File: config.mk
export PLATFORM = sky130hd
export DESIGN_NAME = gpio_in_event
export DESIGN_NICKNAME = d
export VERILOG_FILES = /design/src/rtl/gpio_evt_pkg.sv /design/src/rtl/gpio_in_filter.sv /design/src/rtl/gpio_in_event.sv
export SDC_FILE = /design/constraint.sdc
export NUM_CORES = 1
export LEC_CHECK = 0
export CAP_MARGIN = 20
export CORE_MARGIN = 2
export CORE_UTILIZATION = 40
export DETAILED_ROUTE_END_ITERATION = 16
export SYNTH_ARGS = -nofsm -noshare
export SYNTH_HDL_FRONTEND = slang
export SYNTH_HIERARCHICAL = 1
export SYNTH_SLANG_ARGS = --single-unit
File: constraint.sdc
create_clock -name clk_i -period 1.8 [get_ports clk_i]
set_input_delay 0.36 -clock clk_i [delete_from_list [all_inputs] [get_ports clk_i]]
set_output_delay 0.36 -clock clk_i [all_outputs]
set_load 0.01 [all_outputs]
File: src/rtl/gpio_evt_pkg.sv
// Shared types and helpers for the GPIO input event path.
package gpio_evt_pkg;

    typedef enum logic [1:0] {
        EVT_RISE  = 2'b00,
        EVT_FALL  = 2'b01,
        EVT_BOTH  = 2'b10,
        EVT_LEVEL = 2'b11
    } evt_type_e;

    localparam int FILT_W_DEF = 4;
    localparam int N_PIN_DEF  = 32;

    // Decide whether a pin raises an event this cycle.
    // upd: filter commits a new value at the coming edge, dir: that new value,
    // lvl: currently committed filtered value.
    function automatic logic evt_hit(input evt_type_e typ, input logic upd,
                                     input logic dir, input logic lvl);
        logic hit;
        case (typ)
            EVT_RISE:  hit = upd & dir;
            EVT_FALL:  hit = upd & ~dir;
            EVT_BOTH:  hit = upd;
            EVT_LEVEL: hit = lvl;
            default:   hit = 1'b0;
        endcase
        return hit;
    endfunction

endpackage

File: src/rtl/gpio_in_filter.sv
// One pin: 2-flop synchroniser followed by a saturating glitch-filter counter.
// update_o/dir_o announce, one cycle ahead, that filt_o will take dir_o at the
// next edge, so the event logic can set status on that same edge.
module gpio_in_filter
    import gpio_evt_pkg::*;
#(
    parameter int FILT_W = FILT_W_DEF
) (
    input  logic              clk_i,
    input  logic              rst_ni,
    input  logic              pin_i,
    input  logic [FILT_W-1:0] thr_i,
    output logic              filt_o,
    output logic              update_o,
    output logic              dir_o
);

    logic              sync1_q;
    logic              sync2_q;
    logic              filt_q;
    logic              filt_d;
    logic [FILT_W-1:0] cnt_q;
    logic [FILT_W-1:0] cnt_d;
    logic [FILT_W:0]   cnt_inc_s;
    logic              update_s;

    // Next-state logic of the filter: reset count on agreement, commit when threshold reached.
    always_comb begin
        cnt_inc_s = {1'b0, cnt_q} + {{FILT_W{1'b0}}, 1'b1};
        update_s  = (sync2_q != filt_q) && (cnt_inc_s >= {1'b0, thr_i});
        filt_d    = filt_q;
        cnt_d     = cnt_q;
        if (sync2_q == filt_q) begin
            cnt_d = {FILT_W{1'b0}};
        end else if (update_s) begin
            filt_d = sync2_q;
            cnt_d  = {FILT_W{1'b0}};
        end else if (cnt_q == {FILT_W{1'b1}}) begin
            cnt_d = cnt_q;
        end else begin
            cnt_d = cnt_inc_s[FILT_W-1:0];
        end
    end

    // Synchroniser, counter and filtered value registers.
    always_ff @(posedge clk_i or negedge rst_ni) begin
        if (!rst_ni) begin
            sync1_q <= 1'b0;
            sync2_q <= 1'b0;
            filt_q  <= 1'b0;
            cnt_q   <= {FILT_W{1'b0}};
        end else begin
            sync1_q <= pin_i;
            sync2_q <= sync1_q;
            filt_q  <= filt_d;
            cnt_q   <= cnt_d;
        end
    end

    assign filt_o   = filt_q;
    assign update_o = update_s;
    assign dir_o    = sync2_q;

endmodule

File: src/rtl/gpio_in_event.sv
// Resynchronises and filters pad inputs, detects per-pin events into a sticky
// W1C status vector and raises an aggregated interrupt.
module gpio_in_event
    import gpio_evt_pkg::*;
#(
    parameter int N_PIN  = N_PIN_DEF,
    parameter int FILT_W = FILT_W_DEF
) (
    input  logic               clk_i,
    input  logic               rst_ni,
    input  logic [N_PIN-1:0]   gpio_in_i,
    input  logic [N_PIN-1:0]   en_i,
    input  logic [2*N_PIN-1:0] type_i,
    input  logic [FILT_W-1:0]  filt_len_i,
    input  logic               clr_valid_i,
    input  logic [N_PIN-1:0]   clr_mask_i,
    output logic [N_PIN-1:0]   gpio_filt_o,
    output logic [N_PIN-1:0]   status_o,
    output logic               irq_o
);

    logic [FILT_W-1:0] thr_s;
    logic [N_PIN-1:0]  filt_s;
    logic [N_PIN-1:0]  upd_s;
    logic [N_PIN-1:0]  dir_s;
    logic [N_PIN-1:0]  event_s;
    logic [N_PIN-1:0]  status_q;
    logic [N_PIN-1:0]  status_d;

    // Threshold T = max(L,1): a zero length still needs one cycle of disagreement.
    always_comb begin
        if (filt_len_i == {FILT_W{1'b0}}) begin
            thr_s = {{(FILT_W-1){1'b0}}, 1'b1};
        end else begin
            thr_s = filt_len_i;
        end
    end

    for (genvar i = 0; i < N_PIN; i++) begin : g_pin
        gpio_in_filter #(
            .FILT_W (FILT_W)
        ) u_filter (
            .clk_i    (clk_i),
            .rst_ni   (rst_ni),
            .pin_i    (gpio_in_i[i]),
            .thr_i    (thr_s),
            .filt_o   (filt_s[i]),
            .update_o (upd_s[i]),
            .dir_o    (dir_s[i])
        );

        assign event_s[i] = en_i[i] &
                            evt_hit(evt_type_e'(type_i[2*i +: 2]), upd_s[i], dir_s[i], filt_s[i]);
    end

    // Sticky status: clear requested bits, then OR in new events so a set always wins.
    always_comb begin
        status_d = status_q;
        if (clr_valid_i) begin
            status_d = status_q & ~clr_mask_i;
        end else begin
            status_d = status_q;
        end
        status_d = status_d | event_s;
    end

    // Status register.
    always_ff @(posedge clk_i or negedge rst_ni) begin
        if (!rst_ni) begin
            status_q <= {N_PIN{1'b0}};
        end else begin
            status_q <= status_d;
        end
    end

    assign gpio_filt_o = filt_s;
    assign status_o    = status_q;
    assign irq_o       = |status_q;

endmodule

==> reports/results.txt <==
Setup crit start = status_o[13]
Root Driver = clkbuf_16
DR WL/cell = 14.6 um
Mapped Area = 14800 um2
CTS tree = built
Area contributors post-synth = dfrtp_1 (43%), ha_1 (14%), nand2_1 (4.1%), a211o_4 (3.8%), nor2b_2 (3.8%)
# setup viols final = 193
Area Growth Syn to Fin = 53.4%
Critical Path Sink Type = output pin
final hold vios = 0
CP Capture Point = irq_o
slack of the worst reg-to-reg path = -0.28 ns
Placeable Area = 36500 um2
Yosys reg bits = 256
Netlist cell types = 29
crit path DAT = 2.06 ns
Detailed Route WL = 36600 um
Seq pwr share = 0.268
DR iter-0 viols = 253
Worst-path clk slew = 0.06 ns
CTS buffer count = 31
PD cells = 1390 nW/um2
fin crit share = 1.35
Worst Clk Skew = 0.00848 ns
Crit Path Max Fanout = 2
crit path kind = register to output pin
H-tree Lvls = 1
slew at the pin with the worst max-slew slack = 0.556 ns
Die ar. = 38600 um2
Die Span X = 196 um
initial antenna violation count = 0
Gate power share = 0.514
Fmax achieved = 412 MHz
IO Port Bufs = 231
clock tree buffer depth = 3
post-placement cell area = 20000 um2
via count = 12100
I/O pins = 232
Critical Path RT = 1.44 ns
FILL cells = 3008
hpwl dp = 26800 um
Leak = 11.1 nW
RR Endpoint = status_o[30]
VDD IR max = 843 uV
RSZ-0062 raised after global routing = yes
Pint = 20.6 mW
r2r worst-path depth = 10
Residual DRC = 0
Placer Congestion = 0.791
post-route design area = 22700 um2
outcome = complete, but fails checks
setup TNS = -26.42 ns
Final Util = 0.622
final antenna-violating net count = 0
largest net degree at the start of global routing = 63
Worst-Skew Late Latency = 0.57 ns
Antenna Diode Count = 0
Final min period = 2.42 ns
vias in the first global route = 12800
Switching Fraction = 0.348
share of cells above drive strength 1 = 0.407
worst hold path type = primary input to register
initial cell density of the core = 0.405
Final Max Tran Viols = 0
r2r startpoint = g_pin[30].u_filter/cnt_q[1]
max_cap viols = 0
die height = 196 um
routed vias/inst = 4.83
final net count = 2333
Seq/Total Area, Yosys = 0.433
Clk pwr share = 0.217
failing checks = negative setup slack
Synth Warn # = 6
row count = 70
gr usage total = 0.192
NetSw = 11.0 mW
global route overflow = 0
TritonRoute pass-1 iters = 6
Design Power = 31.6 mW
clk sinks = 256
first-pass GRT wire length = 60700 um
CP Launch Type = register
area leader, netlist = dfrtp_1
PnR worst setup slack = -0.624 ns
Rel. slew slack = 0.629
dpl ws = -0.740 ns
Synth Instances = 1395
synthesized area per cell = 10.6 um2
Syn Nets = 1722
Yosys top cell area share = 0.433
-- layer usage --
layer | up-vias | part of all wire | global-route usage
met1 | 5885 | 0.42 | 0.230
li1 | 6000 | - | -
met3 | 57 | 0.025 | 0.0224
met5 | - | 0 | 0
met4 | 0 | 0.024 | 0.0483
met2 | 133 | 0.53 | 0.363
-- sequential cells by signal, indices dropped and copies added, names as in the netlist --
name	cells
status_o	32
g_pin.u_filter/cnt_q	128
g_pin.u_filter/filt_o	32
g_pin.u_filter/dir_o	32
g_pin.u_filter/sync1_q	32
-- power groups by stage --
stage               sequential (mW)  combinational [mW]  clock [mW]
floorplan                      8.73                7.43           0
global placement               8.45                13.8           0
detailed placement             8.49                14.1           0
CTS                            8.37                15.4        7.07
global route                   8.67                17.9        7.32
finish                         8.47                16.2        6.86
-- how the worst min path moves through the flow --
| stage | start | end | slack, ns | cells past startpoint |
|---|---|---|---|---|
| after CTS | gpio_in_i[27] | g_pin[27].u_filter/sync1_q | 0.19 | 1 |
| final | gpio_in_i[27] | g_pin[27].u_filter/sync1_q | 0.22 | 1 |
| after global routing | gpio_in_i[16] | g_pin[16].u_filter/sync1_q | 0.20 | 1 |
| after floorplan | rst_ni | g_pin[0].u_filter/cnt_q[0] | 0.06 | 0 |
| after global placement | rst_ni | g_pin[21].u_filter/sync1_q | 0.26 | 1 |
| after detailed placement | rst_ni | status_o[20] | 0.26 | 1 |
-- per-stage QoR --
step	instances	hold WS, ns
floorplan	1395	0.0644
global placement	2354	0.264
detailed placement	2354	0.260
CTS	2478	0.186
global route	2499	0.201
finish	2499	0.220
-- what timing repair did --
action	CTS	global route
endpoints found under the hold margin	129	0
endpoints found under the setup margin	257	199
hold buffers	1	0
setup buffers	66	27
pin swaps	307	70
gates resized for setup	198	96
-- final cells by class --
cell class	instances	area (um2)	area share
Clock buffer	47	956	0.0421
Clock inverter	11	199	0.00876
Inverter	96	360	0.0159
Multi-Input combinational cell	1037	9150	0.403
Sequential cell	256	6410	0.282
Tap cell	468	586	0.0258
Timing Repair Buffer	584	5050	0.222
-- worst max-delay path, stage by stage, from the launching register on --
cell,delay (ns)
dfrtp_1,0.40
nor4_2,0.25
buf_4,0.18
nand4_1,0.19
or2_1,0.31
buf_2,0.16
-- cells by family after synthesis --
| group | Yosys count | synth area share |
|---|---|---|
| buf+inv | 102 | 0.0261 |
| mux | 64 | 0.0460 |
| simple gates | 525 | 0.184 |
| compound gates | 192 | 0.119 |
| fa+ha+maj | 160 | 0.135 |
| xor+xnor | 96 | 0.0568 |
| flops | 256 | 0.433 |
-- cells in the final DEF, fill, tap and decap left out, types with 25 or more instances in the layout --
master / instances
dlygate4sd2_1: 47
clkdlybuf4s50_1: 161
nand3_1: 61
ha_2: 25
nand2_1: 159
o21ai_2: 32
ha_1: 121
a211o_4: 32
xnor2_1: 60
or3_1: 32
a22oi_1: 28
dfrtp_1: 252
nor2_2: 69
nor2b_1: 31
o211ai_1: 32
nor2_1: 39
nor2b_2: 65
a21oi_2: 61
nand2b_1: 29
xor2_2: 29
inv_1: 96
buf_4: 336
mux2i_1: 32
mux2_4: 32
clkbuf_16: 31
-- synthesized netlist by cell type --
master    instances
inv_1            96
nor2b_1          32
nand3_1          64
nor4_1            7
xnor2_1          64
buf_2             3
or3_1            32
nor2_2           32
or2_2             1
a21oi_1          32
nand2_1         160
or2_1             1
a22oi_1          32
nor2b_2          64
nor2_1           96
o21ai_2          32
dfrtp_1         256
o211ai_1         32
a21oi_2          32
mux2_1           32
xor2_1           32
nand2b_1         32
clkbuf_1          3
nand4_1           2
ha_1            160
a211o_4          32
nor3_1            1
mux2i_1          32
nor4_2            1
Power figures use the tool's default switching activity.
